### config.mk
export PLATFORM = sky130hd
export DESIGN_NAME = fact_ctrl
export DESIGN_NICKNAME = d
export VERILOG_FILES = /design/src/rtl/fact_ctrl.sv
export SDC_FILE = /design/constraint.sdc
export NUM_CORES = 1
export LEC_CHECK = 0
export BUFFER_PORTS_ARGS = -buffer_cell sky130_fd_sc_hd__buf_2
export CORE_MARGIN = 2
export CORE_UTILIZATION = 30
export DETAILED_ROUTE_END_ITERATION = 7
export GPL_TIMING_DRIVEN = 0
export PLACE_DENSITY = 0.66
export SLEW_MARGIN = 20
export SYNTH_ARGS = -nofsm -noshare
export SYNTH_HDL_FRONTEND = slang
export SYNTH_SLANG_ARGS = --single-unit
### constraint.sdc
create_clock -name clk -period 1.9 [get_ports clk]
set_input_delay 0.38 -clock clk [delete_from_list [all_inputs] [get_ports clk]]
set_output_delay 0.38 -clock clk [all_outputs]
set_load 0.1 [all_outputs]
### src/rtl/fact_ctrl.sv
// Control unit for the factorial datapath: request/response handshakes around dp init/done sequencing.
// Optional RUN-state watchdog enabled by defining FACT_CTRL_TIMEOUT_EN.
module fact_ctrl #(
  parameter int SIZE        = 8,
  parameter int MAX_N       = 5,
  parameter int TIMEOUT_CYC = 64
) (
  input  logic            clk,
  input  logic            rst,
  input  logic            start,
  input  logic [SIZE-1:0] n_in,
  output logic            ready,
  output logic [SIZE-1:0] n_out,
  output logic            init,
  output logic            done,
  input  logic            proceed,
  input  logic [SIZE-1:0] dp_result,
  output logic            res_valid,
  output logic [SIZE-1:0] res_data,
  output logic            err,
  input  logic            res_ack
);

  typedef enum logic [2:0] {
    IDLE   = 3'd0,
    LOAD   = 3'd1,
    SETTLE = 3'd2,
    RUN    = 3'd3,
    FIN    = 3'd4,
    RESP   = 3'd5
  } state_t;

  localparam logic [SIZE-1:0] MAX_N_V = SIZE'(MAX_N);
  localparam logic [SIZE-1:0] ONE_V   = SIZE'(1);

  state_t state;

  assign ready = (state == IDLE);

`ifdef FACT_CTRL_TIMEOUT_EN
  localparam int                CNT_W    = $clog2(TIMEOUT_CYC) + 1;
  localparam logic [CNT_W-1:0] CNT_LAST = CNT_W'(TIMEOUT_CYC - 1);
  localparam logic [CNT_W-1:0] CNT_MAX  = '1;

  logic [CNT_W-1:0] run_cnt;
  logic             timed_out;

  // Counter holds zero outside RUN, so it starts from zero on every RUN entry.
  always_ff @(posedge clk) begin
    if (rst || state != RUN) begin
      run_cnt <= '0;
    end else if (run_cnt != CNT_MAX) begin
      run_cnt <= run_cnt + 1'b1;
    end
  end

  // True during the TIMEOUT_CYC-th RUN cycle.
  assign timed_out = (run_cnt == CNT_LAST);
`else
  // Watchdog absent: TIMEOUT_CYC only shapes this empty elaboration-time guard.
  if (TIMEOUT_CYC < 1) begin : g_timeout_unused
  end
`endif

  always_ff @(posedge clk) begin
    if (rst) begin
      state     <= IDLE;
      n_out     <= '0;
      res_data  <= '0;
      init      <= 1'b0;
      done      <= 1'b0;
      res_valid <= 1'b0;
      err       <= 1'b0;
    end else begin
      case (state)
        IDLE: begin
          if (start) begin
            n_out <= n_in;
            if (n_in <= ONE_V) begin
              state     <= RESP;
              res_valid <= 1'b1;
              res_data  <= ONE_V;
              err       <= 1'b0;
            end else if (n_in > MAX_N_V) begin
              state     <= RESP;
              res_valid <= 1'b1;
              res_data  <= '0;
              err       <= 1'b1;
            end else begin
              state <= LOAD;
              init  <= 1'b1;
            end
          end
        end
        LOAD: begin
          init  <= 1'b0;
          state <= SETTLE;
        end
        SETTLE: begin
          state <= RUN;
        end
        RUN: begin
          if (!proceed) begin
            done  <= 1'b1;
            state <= FIN;
          end
`ifdef FACT_CTRL_TIMEOUT_EN
          else if (timed_out) begin
            state     <= RESP;
            res_valid <= 1'b1;
            res_data  <= '0;
            err       <= 1'b1;
          end
`endif
        end
        FIN: begin
          done      <= 1'b0;
          res_data  <= dp_result;
          err       <= 1'b0;
          res_valid <= 1'b1;
          state     <= RESP;
        end
        RESP: begin
          if (res_ack) begin
            res_valid <= 1'b0;
            err       <= 1'b0;
            state     <= IDLE;
          end
        end
        default: begin
          state <= IDLE;
        end
      endcase
    end
  end

endmodule

==> results of run 1 <==
## metal layers
metal	vias to the layer above	wire length, µm
met2	18	1150
met4	0	52
li1	472	-
met1	445	1040
met5	-	0
met3	5	104
## cells in the final DEF (no fill, tap or decap)
cell                       synthesis  final
sky130_fd_sc_hd__a21oi_4           1      1
sky130_fd_sc_hd__inv_2             1      1
sky130_fd_sc_hd__a31oi_1           1      1
sky130_fd_sc_hd__and3_1            1      1
sky130_fd_sc_hd__nor3_4            1      1
sky130_fd_sc_hd__dfxtp_2           0      2
sky130_fd_sc_hd__buf_4             1      1
sky130_fd_sc_hd__and2_1            2      2
sky130_fd_sc_hd__nor3_2            1      1
sky130_fd_sc_hd__a32o_1            1      1
sky130_fd_sc_hd__clkbuf_1          2      2
sky130_fd_sc_hd__nor4_4            1      1
sky130_fd_sc_hd__a222oi_1          1      1
sky130_fd_sc_hd__clkinv_2          0      1
sky130_fd_sc_hd__nor2_2            1      1
sky130_fd_sc_hd__nor2b_1           1      1
sky130_fd_sc_hd__a22o_1            8      8
sky130_fd_sc_hd__xor2_1            1      1
sky130_fd_sc_hd__nor2_1            3      3
sky130_fd_sc_hd__nand2b_1          2      2
sky130_fd_sc_hd__nand3_1           2      2
sky130_fd_sc_hd__nor4_1            1      1
sky130_fd_sc_hd__nand2_1          22     22
sky130_fd_sc_hd__nand4_1           2      2
sky130_fd_sc_hd__clkbuf_4          0      4
sky130_fd_sc_hd__a22oi_1           1      1
sky130_fd_sc_hd__a311oi_2          1      1
sky130_fd_sc_hd__a21oi_1          13     13
sky130_fd_sc_hd__buf_2             1     40
sky130_fd_sc_hd__nor3b_1           2      2
sky130_fd_sc_hd__dfxtp_1          23     21
sky130_fd_sc_hd__o21ai_0           3      3
sky130_fd_sc_hd__mux2i_1           1      1
sky130_fd_sc_hd__a211oi_1          2      2
sky130_fd_sc_hd__inv_1             2      2
sky130_fd_sc_hd__a21boi_2          1      1
## cell usage after synthesis
cell	instances	area [µm²]
sky130_fd_sc_hd__nand4_1	2	12.5
sky130_fd_sc_hd__a22o_1	8	70.1
sky130_fd_sc_hd__a21oi_4	1	16.3
sky130_fd_sc_hd__buf_4	1	7.51
sky130_fd_sc_hd__buf_2	1	5.00
sky130_fd_sc_hd__nor3b_1	2	15.0
sky130_fd_sc_hd__and2_1	2	12.5
sky130_fd_sc_hd__o21ai_0	3	15.0
sky130_fd_sc_hd__a211oi_1	2	15.0
sky130_fd_sc_hd__clkbuf_1	2	7.51
sky130_fd_sc_hd__inv_1	2	7.51
sky130_fd_sc_hd__a311oi_2	1	15.0
sky130_fd_sc_hd__nor4_1	1	6.26
sky130_fd_sc_hd__nor2_2	1	6.26
sky130_fd_sc_hd__a21oi_1	13	65.1
sky130_fd_sc_hd__xor2_1	1	8.76
sky130_fd_sc_hd__nor3_4	1	16.3
sky130_fd_sc_hd__dfxtp_1	23	460
sky130_fd_sc_hd__inv_2	1	3.75
sky130_fd_sc_hd__nand2_1	22	82.6
sky130_fd_sc_hd__nand2b_1	2	12.5
sky130_fd_sc_hd__a21boi_2	1	11.3
sky130_fd_sc_hd__a31oi_1	1	6.26
sky130_fd_sc_hd__nor2_1	3	11.3
sky130_fd_sc_hd__nor4_4	1	21.3
sky130_fd_sc_hd__mux2i_1	1	10.0
sky130_fd_sc_hd__a222oi_1	1	10.0
sky130_fd_sc_hd__a32o_1	1	10.0
sky130_fd_sc_hd__a22oi_1	1	7.51
sky130_fd_sc_hd__and3_1	1	6.26
sky130_fd_sc_hd__nor2b_1	1	6.26
sky130_fd_sc_hd__nor3_2	1	10.0
sky130_fd_sc_hd__nand3_1	2	10.0
## area by class of cell
cell class                      instances  area, µm²
Inverter                                3       11.3
Buffer                                  4       20.0
Fill cell                             329       1810
Sequential cell                        23        463
Timing Repair Buffer                   40        203
Clock buffer                            3       22.5
Tap cell                               44       55.1
Multi-Input combinational cell         77        489
Clock inverter                          1       5.00
## logic make-up after synthesis
| family | after synthesis | synth area share [%] |
|---|---|---|
| AOI/OAI and AO/OA | 33 | 24.6 |
| xor gates and xnor gates | 1 | 0.893 |
| buffers and inverters | 7 | 3.19 |
| DFF | 23 | 46.9 |
| muxes | 1 | 1.02 |
| and+or+nand+nor | 42 | 23.3 |
## sequential cells by signal (all words and copies together) (netlist names)
name	count
res_valid	1
n_out	8
err	1
init	1
done	1
res_data	8
state	3
## worst paths after layout
check | startpoint | endpoint | slack [ns]
max | state[2] | ready | 0.12
min | dp_result[2] | res_data[2] | 0.25
max reg2reg | state[0] | res_data[0] | 0.43
min reg2reg | n_out[3] | n_out[3] | 0.46
## through the flow
step           util [%]  hold slack, ns  area, µm²
3_3_place_gp       40.2           0.442       1240
6_report           41.2           0.255       1270
4_1_cts            41.1           0.255       1270
3_5_place_dp       40.2           0.446       1240
5_1_grt            41.2           0.252       1270
2_1_floorplan         -           0.483        983
## power by group through the flow
stage          clock network [W]  logic, W  registers [W]
3_5_place_dp                   0  0.000818       0.000618
5_1_grt                 0.000264  0.000868       0.000616
2_1_floorplan                  0  0.000314       0.000983
4_1_cts                 0.000243  0.000819       0.000607
3_3_place_gp                   0  0.000809       0.000615
6_report                0.000239  0.000822       0.000606
==> Flow_metrics.wiki, run 1 <==
{| class="wikitable"
! Metric !! Value
|-
| Outcome || finished clean
|-
| CTS sink count || 23
|-
| Number of placed cells counting well taps || 191
|-
| Final cell count without fillers || between 150 and 200
|-
| Slack of the critical path || about 0.12 ns
|-
| Cell count of the worst reg-to-reg path || 5
|-
| Number of buffers between clock root and the deepest sink || 2
|-
| Count of hold-fix buffers inserted at cts || 0
|-
| Maximum number of pins on one net before global-route repair || 14
|-
| Area enclosed by the die boundary || around 3700 µm²
|-
| Count of endpoints failing hold in the final timing report || 0
|-
| Met3 Resource Use GR || ~2.9%
|-
| Die Ht || slightly above 60 µm
|-
| Peak clock frequency supported by timing || ~560 MHz
|-
| Cell area after synthesis || between 900 and 1000 µm²
|-
| Crit path cell chain || nor3_4 > clkbuf_4
|-
| Cell at the slowest stage of the critical path || sky130_fd_sc_hd__clkbuf_4
|-
| Cell-internal power || roughly 0.00081 W
|-
| RD Place Congestion || approximately 0.83
|-
| Horiz. Die Dim || a little over 60 µm
|-
| Met2 GRT Util || a little over a fifth
|-
| Core Footprint || approximately 3100 µm²
|-
| Pin slew with the least headroom to its limit || about 0.54 ns
|-
| Number of antenna violations at the first check in global routing || 0
|-
| Synth warn || 0
|-
| Post-Synthesis Mean Instance Area || roughly 9.2 µm²
|-
| Place WS || 0.386 ns
|-
| Ports || 42
|-
| Post-synthesis sequential element count || 23
|-
| Total routing resource utilization after global routing || approximately 14%
|-
| Combinational Power Share || roughly 49%
|-
| Vias || between 900 and 1000
|-
| Count of distinct cell types in the synthesized netlist || 33
|-
| Overall power after layout || between 0.0015 and 0.002 W
|-
| Max-cap violation count || 0
|-
| Biggest cell delay along the critical path || 0.40 ns
|-
| Fraction of power consumed by the clock network || 14.4%
|-
| Leakage power summed over all cells || ~0.55 nW
|-
| Gate family responsible for the most delay along the worst path || buffers and inverters
|-
| Post-Synthesis Cells || 107
|-
| Depth of the critical timing path with buffers and inverters included || 2
|-
| Synthesized Nets || ~130
|-
| Number of H-tree levels || 1
|-
| DRC viols || 0
|-
| Fin. max-slew vios || 0
|-
| Power per cell area || around 1300 nW/µm²
|-
| Via-per-instance ratio || 4.82
|-
| Clock insertion delay at the later pin of the skew report || roughly 0.33 ns
|-
| Cts repair resizes || 0
|-
| Seq pwr share || between 30% and 40%
|-
| Wire length of the first global-routing pass || 3720 µm
|-
| Required time of the worst setup path || about 1.5 ns
|-
| Type of the worst min-delay path || in -> reg
|-
| Most crowded layer after global routing || met2
|-
| Root buf cell || sky130_fd_sc_hd__clkbuf_4
|-
| Worst clock skew || about 0.0013 ns
|-
| Grt total ovfl || 0
|-
| Setup CP Type || reg -> out
|-
| Switching pwr || roughly 0.00086 W
|-
| Vias in the first global route || 908
|-
| WP buf/inv || 1
|-
| Number of clock buffers inserted by TritonCTS || 3
|-
| First-pass DRT Iterations || 5
|-
| Worst slew margin relative to its limit || 64.3%
|-
| Clock-pin transition on the worst setup and hold timing paths || between 0.1 and 0.15 ns
|-
| Count of final setup violators || 0
|-
| Post-layout min period || 1.78 ns
|-
| Critical Path End Type || output pin
|-
| Clock tree from TritonCTS || done
|-
| First DRT Iteration DRCs || 30
|-
| Proportion of total power due to net switching || between 50% and 60%
|-
| Post-CTS Setup Bufs || 0
|-
| Worst path arrival time || around 1.4 ns
|-
| Diode insertion count for antenna repair || 0
|-
| Sum of net half-perimeters after detailed placement || between 1500 and 2000 µm
|-
| Initial core utilization || a little under a third
|-
| Final net count || 173
|-
| Met1 track demand over resource || 16.5%
|-
| Post-DRT Antenna Nets || 0
|-
| Area growth syn-to-layout || 29.3%
|-
| Kind of start point of the critical path || flop
|-
| Setup tns final || 0 ns
|-
| Routed wire length || between 2000 and 2500 µm
|-
| Ratio of cells with drive above 1 in the final layout || between 30 and 40%
|-
| Worst-path maximum fanout || 6
|-
| Detailed-route wire length per cell || ~12 µm
|-
| Cell depth of the worst hold path || 2
|-
| Register area share after synthesis || ~47%
|-
| Unrepaired setup endpoints after global routing || no
|-
| PortBufs || 40
|-
| Final worst-path cycle share || 93.9%
|-
| Largest vdd supply drop || about 700 µV
|-
| # rows || 20
|}
Power figures use the tool's default switching activity.
==> inputs of run 2 (changes only) <==
--- a/config.mk
+++ b/config.mk
@@ -6,11 +6,13 @@
 export NUM_CORES = 1
 export LEC_CHECK = 0
 export BUFFER_PORTS_ARGS = -buffer_cell sky130_fd_sc_hd__buf_2
+export CELL_PAD_IN_SITES_DETAIL_PLACEMENT = 2
+export CELL_PAD_IN_SITES_GLOBAL_PLACEMENT = 2
 export CORE_MARGIN = 2
-export CORE_UTILIZATION = 30
+export CORE_UTILIZATION = 26
 export DETAILED_ROUTE_END_ITERATION = 7
 export GPL_TIMING_DRIVEN = 0
-export PLACE_DENSITY = 0.66
+export PLACE_DENSITY = 0.88
 export SLEW_MARGIN = 20
 export SYNTH_ARGS = -nofsm -noshare
 export SYNTH_HDL_FRONTEND = slang
==> run 2 against run 1 <==
  * Total power is 5.9% higher
  * Sequential power up 1%
  * Flip-flop and latch count unchanged
  * First-iteration DRC count down 10%
  * Sequential share of layout area fell by 0.60 points
  * Critical path depth unchanged
  * Clock-buffer cell count unchanged
  * Final cell count increased by 2.1%
  * Die area rose by 14%
  * Maximum frequency decreased by 0.13%
  * Non-clock buffer count unchanged
==> Flow_metrics.wiki, run 2 (synthesis gave the netlist of run 1 again) <==
{| class="wikitable"
! Metric !! Value
|-
| Outcome || finished clean
|-
| Post-layout min period || between 1.5 and 2 ns
|-
| Number of antenna violations at the first check in global routing || 0
|-
| CTS sink count || 23
|-
| Critical Path End Type || output pin
|-
| Cell count of the worst reg-to-reg path || 5
|-
| Worst path arrival time || 1.41 ns
|-
| DRC viols || 0
|-
| Worst-path maximum fanout || 6
|-
| Fin. max-slew vios || 0
|-
| Overall power after layout || about 0.0018 W
|-
| Count of final setup violators || 0
|-
| Setup CP Type || reg -> out
|-
| Leading cell type in the layout, fill and taps excluded || sky130_fd_sc_hd__buf_2
|-
| Cell at the slowest stage of the critical path || sky130_fd_sc_hd__buf_2
|-
| Number of clock buffers inserted by TritonCTS || 3
|-
| Root buf cell || sky130_fd_sc_hd__clkbuf_8
|-
| Endpoint of the most critical register-to-register path || res_data[0]
|-
| First-pass DRT Iterations || 4
|-
| Sum of net half-perimeters after detailed placement || around 2400 µm
|-
| Wire length of the first global-routing pass || just over 5000 µm
|-
| Max-cap violation count || 0
|-
| Die Ht || around 65 µm
|-
| Post-CTS Setup Bufs || 0
|-
| Biggest cell delay along the critical path || 0.48 ns
|-
| Number of H-tree levels || 1
|-
| # rows || 22
|-
| Required time of the worst setup path || between 1.5 and 2 ns
|-
| Pin slew with the least headroom to its limit || around 0.60 ns
|-
| Clock-pin transition on the worst setup and hold timing paths || about 0.090 ns
|-
| CP endpoint || ready
|-
| Vias in the first global route || 1058
|-
| Unrepaired setup endpoints after global routing || no
|-
| Maximum number of pins on one net before global-route repair || 14
|-
| Horiz. Die Dim || between 60 and 70 µm
|-
| PortBufs || 40
|-
| Largest vdd supply drop || roughly 420 µV
|-
| Clock insertion delay at the later pin of the skew report || between 0.2 and 0.3 ns
|-
| Launching element of the worst setup path || state[2]
|-
| Reg-to-reg critical path startpoint || state[0]
|-
| Cts repair resizes || 0
|-
| Routed wire length || approximately 3100 µm
|-
| Leakage power summed over all cells || between 0.5 and 0.6 nW
|-
| Via-per-instance ratio || ~5.0
|-
| Count of endpoints failing hold in the final timing report || 0
|-
| Worst slew margin relative to its limit || approximately three fifths
|-
| Final worst-path cycle share || a little over nine tenths
|-
| Ratio of cells with drive above 1 in the final layout || 37.1%
|-
| Setup tns final || 0 ns
|-
| Multi-input gate area in the final layout || approximately 490 µm²
|-
| Detailed-route wire length per cell || about 16 µm
|-
| Count of hold-fix buffers inserted at cts || 0
|-
| Type of the worst min-delay path || in -> reg
|-
| Diode insertion count for antenna repair || 0
|-
| Peak clock frequency supported by timing || 560 MHz
|-
| Kind of start point of the critical path || flop
|-
| Register-to-register setup slack || 0.37 ns
|-
| Clock tree from TritonCTS || done
|-
| Worst clock skew || between 0.003 and 0.004 ns
|-
| Ports || 42
|-
| Core Footprint || about 3600 µm²
|-
| Area enclosed by the die boundary || roughly 4300 µm²
|-
| Flip-flop and latch area || 463 µm²
|-
| Count of filler cells inserted in the layout || 435
|-
| Area growth syn-to-layout || 31.5%
|-
| Biggest registers after layout || n_out (8), res_data (8), state (3)
|-
| Number of buffers between clock root and the deepest sink || 2
|-
| Post-DRT Antenna Nets || 0
|-
| Power per cell area || approximately 1400 nW/µm²
|-
| Final net count || around 170
|-
| RD Place Congestion || 0.795
|-
| Vias || 987
|-
| Top library cells by usage in the layout, fill and taps aside || 41 x sky130_fd_sc_hd__buf_2, 22 x sky130_fd_sc_hd__nand2_1, 21 x sky130_fd_sc_hd__dfxtp_1
|-
| First DRT Iteration DRCs || 27
|-
| Grt total ovfl || 0
|-
| Total routing resource utilization after global routing || between 10% and 20%
|-
| Crit path cell chain || nor3_4 > buf_2
|-
| Initial core utilization || between 20% and 30%
|}
-- run 2: area by class of cell --
cell class | instances | share of cell area [%]
clock buffer | 3 | 3.20
sequential | 23 | 35.9
clock inverter | 1 | 0.388
multi-input combinational | 77 | 37.9
tap | 48 | 4.66
timing repair buffer | 40 | 15.5
inverter | 3 | 0.873
buffer | 4 | 1.55
-- run 2: worst min path at each step --
stage                       from     endpoint  slack (ns)  cells after the start
global placement        n_out[5]     n_out[5]        0.44                      2
CTS                 dp_result[1]  res_data[1]        0.32                      2
global route        dp_result[5]  res_data[5]        0.32                      2
finish              dp_result[1]  res_data[1]        0.31                      2
floorplan               state[2]     state[1]        0.48                      1
detailed placement      n_out[5]     n_out[5]        0.45                      2
-- run 2: critical path: cells and delay by family (launching register included) --
| family | cells | cell delay [ns] |
|---|---|---|
| DFF | 1 | 0.37 |
| and+or+nand+nor | 1 | 0.28 |
| buffers and inverters | 1 | 0.48 |
-- run 2: power breakdown --
part	internal (W)	leakage, nW	switching [W]
logic	0.000173	0.345	0.000659
registers	0.000552	0.189	0.0000609
clock network	0.000147	0.0255	0.000174
-- run 2: metal layers --
metal / vias up / part of all wire [%] / GRT usage, % / wire length (µm)
met5: - / 0 / 0 / 0
met4: 0 / 2.7 / 10.2 / 85
met3: 5 / 5.5 / 3.08 / 171
met2: 29 / 50 / 27.9 / 1580
met1: 479 / 41 / 17.5 / 1290
li1: 474 / - / - / -
-- run 2: stage by stage --
step,cells,area (µm²),worst slack (ns),hold slack [ns],utilization (%)
floorplan,107,983,-0.0406,0.483,-
CTS,199,1290,0.0966,0.316,35.5
global placement,195,1240,0.345,0.440,34.2
finish,199,1290,0.114,0.315,35.5
global route,199,1290,0.0534,0.319,35.5
detailed placement,195,1240,0.227,0.449,34.2
==> inputs of run 3 (changes only) <==
==> config.mk (replaced) <==
export PLATFORM = sky130hd
export DESIGN_NAME = fact_ctrl
export DESIGN_NICKNAME = d
export VERILOG_FILES = /design/src/rtl/fact_ctrl.sv
export SDC_FILE = /design/constraint.sdc
export NUM_CORES = 1
export LEC_CHECK = 0
export CORE_MARGIN = 2
export CORE_UTILIZATION = 30
export DETAILED_ROUTE_END_ITERATION = 7
export DONT_BUFFER_PORTS = 1
export GPL_TIMING_DRIVEN = 0
export PLACE_DENSITY = 0.55
export RECOVER_POWER = 100
export SLEW_MARGIN = 20
export SYNTH_ARGS = -nofsm -noshare
export SYNTH_HDL_FRONTEND = slang
export SYNTH_SLANG_ARGS = --single-unit
==> run 3 against run 2 <==
  * First-iteration DRC count is 15% higher
  * Utilization grew 0.76 points
  * Sequential power grew 60%
  * Largest cell class unchanged
  * Critical path depth is 2 lower
  * Design area shrank 13%
  * Via count shrank 17%
  * Global-route usage shrank 3.4 points
  * Clock power is 28% lower
  * Critical endpoint is now res_valid
  * Maximum frequency up 4.1%
  * Largest power group is now sequential cells
  * Critical path type unchanged
  * Clock skew up 0.012 ns
  * Die area decreased by 13%
  * Worst setup slack improved by 0.071 ns
==> Flow_metrics.wiki, run 3 (synthesis gave the netlist of run 1 again) <==
{| class="wikitable"
! Metric !! Value
|-
| Horiz. Die Dim || between 60 and 70 µm
|-
| Worst min-delay path startpoint || dp_result[5]
|-
| Type of the worst min-delay path || in -> reg
|-
| Worst path arrival time || roughly 1.3 ns
|-
| Post-layout min period || ~1.7 ns
|-
| Proportion of total power due to net switching || roughly half
|-
| Cell count of the worst reg-to-reg path || 5
|-
| Ports || 42
|-
| Hold Path End || res_data[5]
|-
| Sum of net half-perimeters after detailed placement || between 1500 and 2000 µm
|-
| Kind of start point of the critical path || flop
|-
| PortBufs || 0
|-
| Cell depth of the worst hold path || 1
|-
| Unrepaired setup endpoints after global routing || no
|-
| Top library cells by usage in the layout, fill and taps aside || 22 x sky130_fd_sc_hd__dfxtp_1, 21 x sky130_fd_sc_hd__nand2_1, 12 x sky130_fd_sc_hd__a21oi_1
|-
| Leakage power summed over all cells || approximately 0.38 nW
|-
| Combinational Power Share || 27.5%
|-
| Final net count || roughly 140
|-
| Slack of the critical path || between 0.15 and 0.2 ns
|-
| Critical Path End Type || output pin
|-
| CTS sink count || 23
|-
| Setup CP Type || reg -> out
|-
| First-pass DRT Iterations || 4
|-
| Post-DRT Antenna Nets || 0
|-
| Area enclosed by the die boundary || around 3700 µm²
|-
| Largest vdd supply drop || 511 µV
|-
| Final worst-path cycle share || roughly 90%
|-
| Vias || between 800 and 900
|-
| Fraction of power consumed by the clock network || around 14%
|-
| Seq pwr share || 58.6%
|-
| Count of hold-fix buffers inserted at cts || 0
|-
| Power per cell area || 1500 nW/µm²
|-
| Vias in the first global route || around 750
|-
| Maximum number of pins on one net before global-route repair || 13
|-
| Number of clock buffers inserted by TritonCTS || 3
|-
| Die Ht || roughly 60 µm
|-
| Peak clock frequency supported by timing || a little under 600 MHz
|-
| Number of buffers between clock root and the deepest sink || 2
|-
| Worst-path maximum fanout || 3
|-
| Detailed-route wire length per cell || about 14 µm
|-
| Worst hold margin || ~0.18 ns
|-
| Clock tree from TritonCTS || done
|-
| Diode insertion count for antenna repair || 0
|-
| Switching pwr || between 0.0008 and 0.0009 W
|-
| Routed wire length || 2260 µm
|-
| Cell-internal power || 0.000821 W
|-
| First DRT Iteration DRCs || 31
|-
| Pin slew with the least headroom to its limit || approximately 1 ns
|-
| Root buf cell || sky130_fd_sc_hd__clkbuf_4
|-
| Fin. max-slew vios || 0
|-
| Leading cell type in the layout, fill and taps excluded || sky130_fd_sc_hd__dfxtp_1
|-
| Wire length of the first global-routing pass || around 3400 µm
|-
| # rows || 20
|-
| DRC viols || 0
|-
| Worst slew margin relative to its limit || roughly a third
|-
| Outcome || finished clean
|-
| Count of final setup violators || 0
|-
| Biggest registers after layout || n_out (8), res_data (8), state (3)
|-
| Reg-to-reg critical path startpoint || state[0]
|-
| Count of filler cells inserted in the layout || 313
|-
| Clock insertion delay at the later pin of the skew report || 0.32 ns
|-
| Register-to-register setup slack || 0.20 ns
|-
| Required time of the worst setup path || ~1.5 ns
|-
| Worst clock skew || 0.0158 ns
|-
| Total routing resource utilization after global routing || 12.5%
|-
| Count of endpoints failing hold in the final timing report || 0
|-
| Area growth syn-to-layout || 13.8%
|-
| Number of antenna violations at the first check in global routing || 0
|-
| Endpoint of the most critical register-to-register path || res_data[0]
|-
| Ratio of cells with drive above 1 in the final layout || between 10% and 20%
|-
| Max-cap violation count || 0
|-
| Number of H-tree levels || 1
|-
| RD Place Congestion || roughly 0.81
|-
| Initial core utilization || between 30% and 40%
|-
| Core Footprint || just over 3000 µm²
|-
| Via-per-instance ratio || 5.15
|-
| Grt total ovfl || 0
|-
| Clock-pin transition on the worst setup and hold timing paths || about 0.13 ns
|-
| Place WS || -0.181 ns
|}
## run 3: worst max path at each step
| stage | startpoint | to | slack, ns | cells past startpoint |
|---|---|---|---|---|
| after floorplan | state[2] | init | -0.04 | 5 |
| after global placement | state[2] | n_out[6] | -0.17 | 4 |
| after detailed placement | state[2] | n_out[3] | -0.18 | 4 |
| after CTS | state[2] | n_out[4] | -0.16 | 6 |
| after global routing | state[2] | n_out[4] | 0.08 | 8 |
| final | res_valid | res_valid | 0.18 | 0 |
## run 3: repair_timing
action / in CTS / in global routing
resized for setup: 4 / 0
setup buffers: 2 / 0
endpoints found under the setup margin: 11 / 0
hold endpoints to repair: 0 / 0
## run 3: layer usage
layer | global-route usage, % | wire (µm) | vias up
li1 | - | - | 402
met1 | 16.1 | 997 | 376
met2 | 17.5 | 974 | 34
met3 | 5.04 | 230 | 7
met4 | 7.45 | 57 | 0
met5 | 0 | 0 | -
## run 3: power groups by stage
stage / Combinational [W] / Sequential, W / Clock (W)
after floorplan: 0.000314 / 0.000983 / 0
after global placement: 0.000361 / 0.000997 / 0
after detailed placement: 0.000363 / 0.00100 / 0
after CTS: 0.000394 / 0.000983 / 0.000240
after global routing: 0.000498 / 0.000991 / 0.000256
final: 0.000458 / 0.000979 / 0.000232
## run 3: layout make-up
class,count,area [µm²],share of cell area [%]
inverters,3,11.3,1.01
multi-input cells,77,493,44.2
flip-flops and latches,23,462,41.4
repair buffers,4,53.8,4.82
plain buffers,4,15.0,1.35
well taps,44,55.1,4.93
clock buffers,4,26.3,2.35
## run 3: stage by stage
step                      util [%]  std cells  area (µm²)  setup TNS, ns  power, W
after floorplan                  -        107         983        -0.0406   0.00130
after CTS                     35.5        157        1090          -1.59   0.00162
final                         36.3        159        1120              0   0.00167
after global routing          36.3        159        1120              0   0.00175
after detailed placement      33.7        151        1040          -1.53   0.00136
after global placement        33.7        151        1040          -1.45   0.00136
